[config.mk]
export PLATFORM = sky130hd
export DESIGN_NAME = pattern_grader
export DESIGN_NICKNAME = d
export VERILOG_FILES = /design/src/rtl/pattern_grader.sv
export SDC_FILE = /design/constraint.sdc
export NUM_CORES = 1
export LEC_CHECK = 0
export CAP_MARGIN = 40
export CORE_ASPECT_RATIO = 0.6
export CORE_UTILIZATION = 56
export CTS_CLUSTER_DIAMETER = 50
export DETAILED_ROUTE_END_ITERATION = 6
export PLACE_DENSITY_LB_ADDON = 0.12
export SLEW_MARGIN = 5
export SYNTH_ARGS = -nofsm -noshare
export SYNTH_HDL_FRONTEND = slang
export SYNTH_SLANG_ARGS = --single-unit
[constraint.sdc]
create_clock -name CLOCK_50 -period 5.45 [get_ports CLOCK_50]
set_input_delay 1.09 -clock CLOCK_50 [delete_from_list [all_inputs] [get_ports CLOCK_50]]
set_output_delay 1.09 -clock CLOCK_50 [all_outputs]
set_load 0.1 [all_outputs]
[src/rtl/pattern_grader.sv]
// pattern_grader: grades a guessed shape pattern against a secret pattern.
// Znarly counts exact position matches; Zood counts right shapes in the
// wrong place.  Shape-count minima are accumulated one shape code per cycle,
// so a grade takes NUM_SHAPES+2 cycles from request to the GradeDone pulse.
module pattern_grader #(
  parameter  int NUM_POS    = 4,
  parameter  int SHAPE_W    = 3,
  parameter  int NUM_SHAPES = 6,
  parameter  int MAX_ROUNDS = 8,
  localparam int CW         = $clog2(NUM_POS + 1),
  localparam int RW         = $clog2(MAX_ROUNDS + 1)
) (
  input  logic                       CLOCK_50,
  input  logic                       reset,
  input  logic [NUM_POS*SHAPE_W-1:0] Guess,
  input  logic [NUM_POS*SHAPE_W-1:0] masterPattern,
  input  logic                       GradeIt,
  input  logic                       NewGame,
  output logic                       Busy,
  output logic                       GradeDone,
  output logic [CW-1:0]              Znarly,
  output logic [CW-1:0]              Zood,
  output logic [RW-1:0]              RoundNumber,
  output logic                       Win,
  output logic                       GameOver
);

  localparam int PW = NUM_POS * SHAPE_W;

  localparam logic [1:0] S_IDLE   = 2'd0;
  localparam logic [1:0] S_COUNT  = 2'd1;
  localparam logic [1:0] S_FINISH = 2'd2;
  localparam logic [1:0] S_DONE   = 2'd3;

  localparam logic [SHAPE_W-1:0] MAX_CODE = SHAPE_W'(NUM_SHAPES);
  localparam logic [SHAPE_W-1:0] IDX_ONE  = SHAPE_W'(1);
  localparam logic [RW-1:0]      MAX_RND  = RW'(MAX_ROUNDS);
  localparam logic [CW-1:0]      ALL_POS  = CW'(NUM_POS);

  // Number of positions of pat holding the given code.
  function automatic logic [CW-1:0] f_count_code(input logic [PW-1:0] pat,
                                                 input logic [SHAPE_W-1:0] code);
    logic [CW-1:0] cnt;
    cnt = {CW{1'b0}};
    for (int p = 0; p < NUM_POS; p++) begin
      if (pat[(NUM_POS-1-p)*SHAPE_W +: SHAPE_W] == code) begin
        cnt = cnt + CW'(1);
      end else begin
        cnt = cnt;
      end
    end
    return cnt;
  endfunction

  // Positions where both patterns carry the same valid (non-blank, in-range) code.
  function automatic logic [CW-1:0] f_count_exact(input logic [PW-1:0] g,
                                                  input logic [PW-1:0] m);
    logic [CW-1:0]      cnt;
    logic [SHAPE_W-1:0] gc;
    logic [SHAPE_W-1:0] mc;
    cnt = {CW{1'b0}};
    for (int p = 0; p < NUM_POS; p++) begin
      gc = g[(NUM_POS-1-p)*SHAPE_W +: SHAPE_W];
      mc = m[(NUM_POS-1-p)*SHAPE_W +: SHAPE_W];
      if ((gc == mc) && (gc != {SHAPE_W{1'b0}}) && (gc <= MAX_CODE)) begin
        cnt = cnt + CW'(1);
      end else begin
        cnt = cnt;
      end
    end
    return cnt;
  endfunction

  logic [1:0]         r_state;
  logic [PW-1:0]      r_guess;
  logic [PW-1:0]      r_master;
  logic [CW-1:0]      r_acc;
  logic [SHAPE_W-1:0] r_idx;
  logic               r_busy;
  logic               r_done;
  logic [CW-1:0]      r_znarly;
  logic [CW-1:0]      r_zood;
  logic [RW-1:0]      r_round;
  logic               r_win;
  logic               r_over;

  logic [CW-1:0]      w_cnt_g;
  logic [CW-1:0]      w_cnt_m;
  logic [CW-1:0]      w_idx_min;
  logic [CW-1:0]      w_znarly;
  logic [RW-1:0]      w_round_inc;
  logic               w_win;

  // Per-shape minimum, exact-match count and saturated round for the datapath.
  always_comb begin
    w_cnt_g   = f_count_code(r_guess, r_idx);
    w_cnt_m   = f_count_code(r_master, r_idx);
    w_idx_min = (w_cnt_g < w_cnt_m) ? w_cnt_g : w_cnt_m;
    w_znarly  = f_count_exact(r_guess, r_master);
    w_win     = (w_znarly == ALL_POS);
    if (r_round == MAX_RND) begin
      w_round_inc = r_round;
    end else begin
      w_round_inc = r_round + RW'(1);
    end
  end

  // Grading FSM, capture registers and registered result outputs.
  always_ff @(posedge CLOCK_50 or posedge reset) begin
    if (reset) begin
      r_state  <= S_IDLE;
      r_guess  <= {PW{1'b0}};
      r_master <= {PW{1'b0}};
      r_acc    <= {CW{1'b0}};
      r_idx    <= {SHAPE_W{1'b0}};
      r_busy   <= 1'b0;
      r_done   <= 1'b0;
      r_znarly <= {CW{1'b0}};
      r_zood   <= {CW{1'b0}};
      r_round  <= {RW{1'b0}};
      r_win    <= 1'b0;
      r_over   <= 1'b0;
    end else if (NewGame) begin
      // Restart wins over everything, including a grade in flight.
      r_state  <= S_IDLE;
      r_acc    <= {CW{1'b0}};
      r_idx    <= {SHAPE_W{1'b0}};
      r_busy   <= 1'b0;
      r_done   <= 1'b0;
      r_znarly <= {CW{1'b0}};
      r_zood   <= {CW{1'b0}};
      r_round  <= {RW{1'b0}};
      r_win    <= 1'b0;
      r_over   <= 1'b0;
    end else begin
      case (r_state)
        S_IDLE: begin
          r_done <= 1'b0;
          if (GradeIt && !r_over) begin
            r_guess  <= Guess;
            r_master <= masterPattern;
            r_acc    <= {CW{1'b0}};
            r_idx    <= IDX_ONE;
            r_busy   <= 1'b1;
            r_state  <= S_COUNT;
          end else begin
            r_busy   <= 1'b0;
          end
        end
        S_COUNT: begin
          r_acc <= r_acc + w_idx_min;
          r_idx <= r_idx + IDX_ONE;
          if (r_idx == MAX_CODE) begin
            r_state <= S_FINISH;
          end else begin
            r_state <= S_COUNT;
          end
        end
        S_FINISH: begin
          // Every exact match was also counted in the accumulator, so no underflow.
          r_znarly <= w_znarly;
          r_zood   <= r_acc - w_znarly;
          r_win    <= w_win;
          r_round  <= w_round_inc;
          r_over   <= w_win || (w_round_inc == MAX_RND);
          r_busy   <= 1'b0;
          r_done   <= 1'b1;
          r_state  <= S_DONE;
        end
        S_DONE: begin
          r_done  <= 1'b0;
          r_state <= S_IDLE;
        end
        default: begin
          r_busy  <= 1'b0;
          r_done  <= 1'b0;
          r_state <= S_IDLE;
        end
      endcase
    end
  end

  assign Busy        = r_busy;
  assign GradeDone   = r_done;
  assign Znarly      = r_znarly;
  assign Zood        = r_zood;
  assign RoundNumber = r_round;
  assign Win         = r_win;
  assign GameOver    = r_over;

endmodule

==> results.py <==
metrics = {
    "status": {
        "status": "completed",
    },
    "placed_design": {
        "place_congestion": 0.787,
        "placed_cell_area_um2": 3950,
        "hpwl_um": 5940,
        "portBuffers": 41,
    },
    "timing": {
        "setup_viol": 0,
        "slew_violations": 0,
        "clock.fmax_ghz": 0.217,
        "finalHoldViolCount": 0,
        "clock_skew_ps": 4.97,
        "worst_slew_pin_slew_ps": 714,
        "min_period_ps": 4600,
        "relSlewSlack": 0.519,
        "rsz0062_at_grt": "false",
        "finalCritPeriodShare": 0.845,
        "setup-tns-final_ps": 0,
    },
    "clock_tree": {
        "cts.clk_slew.worst_paths_ps": 90,
        "cts-hold-fix-buffers": 0,
        "cts_tree": "done",
        "htree_levels": 2,
        "post-cts-setup-buffers": 0,
        "cts_root_buf": "clkbuf_8",
        "cts_sinks": 46,
        "cts_buffers": 5,
        "clockBufferDepth": 2,
        "cts_resized": 0,
        "clk_latency_ps": 310,
    },
    "yosys": {
        "yosysWarningCount": 0,
        "ys_async_sr_fraction": 1.00,
        "synth.top_cell.area_share": 0.356,
        "synth_commonest_cells": "46 x dfrtp_1, 39 x nor2_1, 25 x mux2_2, 23 x ha_1, 23 x xnor2_1",
        "synth_nets": 389,
        "synth_top_flop_cell": "dfrtp_1",
        "synth_edf_count": 0,
        "synth.area.top_cells": "dfrtp_1 36%, ha_1 8.9%, mux2_2 8.7%, xnor2_1 6.2%, nor2_1 4.5%",
        "synth_cell_type_count": 55,
        "ys_ff_latch": 46,
        "synthesis.area_um2": 3230,
        "yosys.area.top_type": "dfrtp_1",
        "syn_area_per_cell_um2": 9.61,
        "yosysMostFrequentCell": "dfrtp_1",
        "ys_seq_area_frac": 0.356,
        "synth_cells": 336,
    },
    "finish": {
        "n_antenna_cell": 0,
        "layout-drive-gt1-share": 0.151,
        "fin_area_um2": 4040,
        "fin_nets": 443,
        "area_growth_pct": 25.1,
    },
    "critical_path": {
        "cp.arrival_ps": 4840,
        "crit_family": "simple AND/OR/NAND/NOR gates",
        "cp.buffers_inverters": 0,
        "crit_type": "flip-flop to flip-flop",
        "crit_fanout": 14,
        "cp_common_cell": "ha_1",
        "critPathSlowestCell": "dfrtp_1",
        "path_cells": "xnor2_1, and3_1, ha_1, or4_1, nand2_1, ha_1, nand4b_1, o31ai_1, ha_1, nor3b_1, a21oi_1, o211ai_1, fa_1, xor2_1, nand2_1, mux2i_1, a22oi_1, nor2_1",
        "cp.required_ps": 5690,
        "critPathCaptureType": "flip-flop",
        "slowest_delay_ps": 700,
        "start_kind": "flip-flop",
    },
    "drt": {
        "viasPerCell": 5.76,
        "drc_errors": 0,
        "drtAntennaViolNets": 0,
        "firstDrtPassIters": 4,
        "wl_per_cell_um": 16.3,
        "vias": 2695,
        "drtIter0Drc": 203,
        "wl_um": 7610,
    },
    "power_and_ir_drop": {
        "netSwitchingPower_mw": 0.453,
        "power_mw": 1.17,
        "p_per_area_nw_per_um2": 290,
        "leakagePower_nw": 1.74,
        "p_sw_frac": 0.387,
        "combPwrFrac": 0.415,
        "intPower_mw": 0.717,
        "clkPwrFrac": 0.183,
        "vdd_ir_drop_max_uv": 181,
        "p_seq_frac": 0.403,
    },
    "floorplanning": {
        "rows": 20,
        "initial_core_util": 0.609,
        "core_area_um2": 5310,
        "ios": 42,
        "dieArea_um2": 6080,
        "die_w_um": 100,
        "die_h_um": 60.8,
    },
    "global_route": {
        "antenna_found_initial": 0,
        "grt_pass1_wl_um": 12800,
        "grt_max_degree": 26,
        "overflow": 0,
        "first_global_vias": 2573,
        "grt.total_usage": 0.279,
    },
    "job": {
        "cap_violations": 0,
    },
    "worst_hold_path": {
        "worstHoldPathType": "flip-flop to flip-flop",
    },
}
[through the flow]
stage	worst slack (ps)	utilization	instances	hold WS, ps
floorplan	1170	-	336	507
global route	599	0.761	468	556
global placement	1210	0.699	444	499
finish	847	0.761	468	537
CTS	860	0.761	468	537
detailed placement	918	0.745	460	515
[metal layers]
layer,GRT usage,routed length [um],up-vias
li1,-,-,1285
met1,0.416,3770,1329
met2,0.437,3410,72
met3,0.0438,377,9
met4,0.0559,49,0
met5,0,0,-
[power groups by stage]
| stage | Sequential (mW) | Clock, mW | Combinational, mW |
|---|---|---|---|
| after floorplan | 0.448 | 0 | 0.373 |
| after global placement | 0.472 | 0 | 0.445 |
| after detailed placement | 0.475 | 0 | 0.474 |
| after CTS | 0.468 | 0.217 | 0.481 |
| after global routing | 0.479 | 0.236 | 0.544 |
| final | 0.471 | 0.214 | 0.485 |
[flip-flops by register name, indices dropped and copies added (netlist names)]
| signal | count |
|---|---|
| Busy | 1 |
| GameOver | 1 |
| GradeDone | 1 |
| RoundNumber | 4 |
| Win | 1 |
| Znarly | 3 |
| Zood | 3 |
| r_acc | 3 |
| r_guess | 12 |
| r_idx | 3 |
| r_master | 12 |
| r_state | 2 |
[worst register-to-register path: cells and delay by family, from the launching register on]
kind                     cells  cell delay [ps]
AO/OA/AOI/OAI                4              560
XOR/XNOR                     2              390
adder cells (fa/ha/maj)      4             1290
flip-flops                   1              700
multiplexers                 1              160
AND/OR/NAND/NOR              7             1440
[placed cells by master (no fill, tap or decap), types with 5 or more instances in the layout]
cell             count
mux2_2              25
dfrtp_1             46
clkbuf_8             5
inv_1               18
nor3_1               6
nand2_1             17
xnor2_1             23
ha_1                23
o31ai_1              5
and2_1               7
nand3_1              6
nor2b_1              5
nor4_1               5
buf_8               13
o21ai_0              7
xor2_1              15
clkdlybuf4s50_1     41
a21oi_1             12
nor2_1              39
[area by class of cell]
class | count | area (um^2)
Clock inverter | 2 | 13.8
Fill cell | 390 | 1270
Multi-Input combinational cell | 258 | 1960
Clock buffer | 6 | 72.6
Timing Repair Buffer | 59 | 672
Tap cell | 77 | 96.3
Sequential cell | 46 | 1150
Inverter | 20 | 75.1
[kinds of logic after synthesis]
group | count (synthesis) | synth area share
AOI/OAI and AO/OA | 57 | 0.126
muxes | 29 | 0.0996
DFF | 46 | 0.356
xor gates and xnor gates | 39 | 0.110
buffers and inverters | 32 | 0.0387
and+or+nand+nor | 108 | 0.168
adders and majority gates | 25 | 0.102
[path summary, 6_finish.rpt]
path                           from         end  slack [ps]  cells past startpoint
setup / recovery           r_idx[2]    r_acc[2]         850                     18
hold / removal                 Busy        Busy         540                      2
setup reg to reg           r_idx[2]    r_acc[2]         850                     18
hold reg to reg                Busy        Busy         540                      2
max in group asynchronous     reset  r_guess[6]        3830                      3
min in group asynchronous     reset   Znarly[1]        1120                      2
(Power assumes the default switching activity.)
==> RTL change 1 (same flow settings) <==
`SHAPE_W`: 3 -> 6.
--- a/src/rtl/pattern_grader.sv
+++ b/src/rtl/pattern_grader.sv
@@ -4,7 +4,7 @@
 // so a grade takes NUM_SHAPES+2 cycles from request to the GradeDone pulse.
 module pattern_grader #(
   parameter  int NUM_POS    = 4,
-  parameter  int SHAPE_W    = 3,
+  parameter  int SHAPE_W    = 6,
   parameter  int NUM_SHAPES = 6,
   parameter  int MAX_ROUNDS = 8,
   localparam int CW         = $clog2(NUM_POS + 1),
Ports: changed (resized Guess and masterPattern); port bits go from 42 to 66. No check against the original RTL was run, so the function may have changed too.
==> RTL change 1 against the unedited design <==
Cell count rose by 38%; area after synthesis rose by 43%; sequential cell count rose by 27; maximum frequency fell by 4.0%; highest routed layer unchanged; largest power group is now registers; global-route usage rose by 1.1 points; routed wire length rose by 49%; critical endpoint unchanged; non-clock buffer count rose by 26; setup slack got worse by 190 ps; critical path type unchanged; design area rose by 46%; sequential share of layout area rose by 2.6 points; total power rose by 61%.
==> RTL change 1: results <==
set metrics [dict create \
    drt-initial-drc-count 219 \
    path_clk_slew_ps 60 \
    power.density_nw_per_um2 320.5 \
    synth-xor-area-share_pct 12.75 \
    grt_max_degree 50 \
    crit_family "adder cells" \
    finClkSkew_ps 5.232 \
    critPathMaxStageDelay_ps 720 \
    ys_ff_latch 73 \
    synthAdderAreaFrac_pct 6.850 \
    min_delay_worst_endpoint "GradeDone$_DFFE_PP0P_" \
    track_usage_pct 28.99 \
    core_um2 7914 \
    bufAreaShareNonClock_pct 15.53 \
    nets 607 \
    holdPathStages 1 \
    placed_cells_incl_taps 628 \
    postPlaceCellArea_um2 5575 \
    ys_types 58 \
    syn_avg_cell_area_um2 10.09 \
    hpwl_um 8485 \
    post-place-ws_ps 782.6 \
    vias 3708 \
    num-multi-input-gates 341 \
    outcome "finished clean" \
    fillers 551 \
    finalWeightedCongestion 0.8672 \
    portBuffers 65 \
    drtPass1Iterations 5 \
    cts_inserted_buffers 9 \
    fin_area_um2 5882 \
    synth_top_cells_by_area "dfrtp_1, mux2_2, xor2_1, ha_1, xnor2_1" \
    reg2reg_depth 22 \
    yosysSeqAreaShare_pct 39.68 \
    multi_input_area_share_pct 44.56 \
    layout-drive-gt1-share_pct 18.10 \
    ir_worst_vdd_mv 0.2130 \
]
-- RTL change 1: metal layers --
| metal | up-vias | GRT usage, % | part of all wire (%) |
|---|---|---|---|
| met5 | - | 0 | 0 |
| met4 | 0 | 8.579 | 1.0 |
| met3 | 13 | 6.604 | 6.1 |
| met2 | 132 | 44.90 | 45 |
| met1 | 1811 | 41.00 | 48 |
| li1 | 1752 | - | - |
-- RTL change 1: worst max path at each step --
stage,from,to,slack [ps],cells after the start
floorplan,r_idx[2]$_DFFE_PP0P_,r_acc[2]$_DFFE_PP0P_,1070,23
global placement,r_idx[2]$_DFFE_PP0P_,r_acc[2]$_DFFE_PP0P_,1010,22
detailed placement,r_idx[2]$_DFFE_PP0P_,r_acc[2]$_DFFE_PP0P_,780,22
CTS,r_idx[3]$_DFFE_PP0P_,r_acc[2]$_DFFE_PP0P_,730,22
global route,r_idx[2]$_DFFE_PP0P_,r_acc[2]$_DFFE_PP0P_,260,22
finish,r_idx[2]$_DFFE_PP0P_,r_acc[2]$_DFFE_PP0P_,660,22
==> RTL change 2 (same settings) <==
Without the edit above. Make the reset (`reset`) synchronous in one clocked block.
--- a/src/rtl/pattern_grader.sv
+++ b/src/rtl/pattern_grader.sv
@@ -106,7 +106,7 @@
   end
 
   // Grading FSM, capture registers and registered result outputs.
-  always_ff @(posedge CLOCK_50 or posedge reset) begin
+  always_ff @(posedge CLOCK_50) begin
     if (reset) begin
       r_state  <= S_IDLE;
       r_guess  <= {PW{1'b0}};
Function: differs if reset is asserted again (counterexample within 4 cycles, from zero or initial values and one cycle with reset high); with reset held inactive, the same outputs for 4 cycles.
==> RTL change 2 against the unedited design <==
Via count shrank 0.15%; setup slack better by 140 ps; area after synthesis shrank 8.2%; routed wire length fell by 8.3%; worst hold slack worse by 46 ps; critical path type unchanged; die area decreased by 8.0%; combinational power shrank 42%; critical endpoint is now r_acc[2]$_SDFFE_PP0P_; design area is 7.5% lower; critical path depth grew 2; largest power group is now registers; utilization is 2.6 points lower; total power is 19% lower; highest routed layer unchanged; sequential cell count unchanged.
==> RTL change 2: results <==
set metrics [dict create \
    outcome "finished clean" \
    crit_path_max_fanout 12 \
    syn-num-nets 425 \
    routed_wirelength_um 6976 \
    grt_pass1_wl_um 11720 \
    synth_flop_cell "dfxtp_1" \
    setup_violations 0 \
    hpwl_um 5355 \
    finalWeightedCongestion 0.8218 \
    reg2reg_depth 20 \
    min_delay_worst_endpoint "Zood[1]$_SDFFE_PP0P_" \
    cp.arrival_ps 4700 \
    nets 471 \
    yosysSeqAreaShare_pct 31.05 \
    p_seq_mw 0.364 \
    ys_types 51 \
    layout-drive-gt1-share_pct 7.857 \
    cpMaxStageDelayCell "dfxtp_1" \
    cts_inserted_buffers 5 \
    ir_worst_vdd_mv 0.1275 \
    crit_family "adder cells" \
    power_frac_clock_pct 32.0 \
    postPlaceCellArea_um2 3597 \
    switching_share_pct 30.31 \
    syn_avg_cell_area_um2 7.950 \
    grtUsageMet2_pct 40.92 \
    placed_cells_incl_taps 478 \
    vias_per_cell 5.537 \
    fillers 396 \
    drt-initial-drc-count 180 \
    reg2reg_from "r_idx[2]$_SDFFE_PP0P_" \
    synth_top_cells_by_area "dfxtp_1, ha_1, xnor2_1, nand2_1, a21oi_1" \
    hold_slack_ps 491.3 \
    grt_pass1_vias 2480 \
    finClkSkew_ps 6.185 \
    yosys-top-cells-count "nand2_1, dfxtp_1, a21oi_1" \
    synthArstFlopShare_pct 0 \
    holdCritStartpoint "Zood[1]$_SDFFE_PP0P_" \
    use_met1_pct 40.82 \
    post-place-ws_ps 1023 \
    p_leak_nw 1.465 \
    grt_use_met3_pct 5.297 \
    period_minus_slack_ps 4461 \
    critical_path.endpoint "r_acc[2]$_SDFFE_PP0P_" \
    holdPathStages 2 \
    finalNonFillerCells 486 \
]
[RTL change 2: cell types whose count changed after synthesis, moves of 4 or more]
cell / change
xnor2_1: +6
clkbuf_1: +6
a21oi_1: +24
nor2_1: -4
nor4_1: -5
dfrtp_1: -46
xor2_1: -5
mux2_2: -24
nor2b_1: -4
dfxtp_1: +46
buf_2: -4
mux2i_1: +4
nand2_1: +46
[RTL change 2: cells by family after synthesis]
kind of cell               after synthesis  share of synthesized area, %
buffers and inverters                   37                         5.443
adders and majority gates               24                         10.63
and+or+nand+nor                        141                         21.77
muxes                                    9                         3.080
xor gates and xnor gates                39                         11.52
AOI/OAI and AO/OA                       77                         16.50
DFF                                     46                         31.05
[RTL change 2: layout make-up]
type | count | area, µm² | area share (%)
inverters | 20 | 75.07 | 2.010
well taps | 66 | 82.58 | 2.211
multi-input cells | 290 | 1883 | 50.42
flip-flops and latches | 46 | 920.9 | 24.66
repair buffers | 56 | 635.6 | 17.02
clock inverters | 3 | 68.82 | 1.843
clock buffers | 5 | 68.82 | 1.843
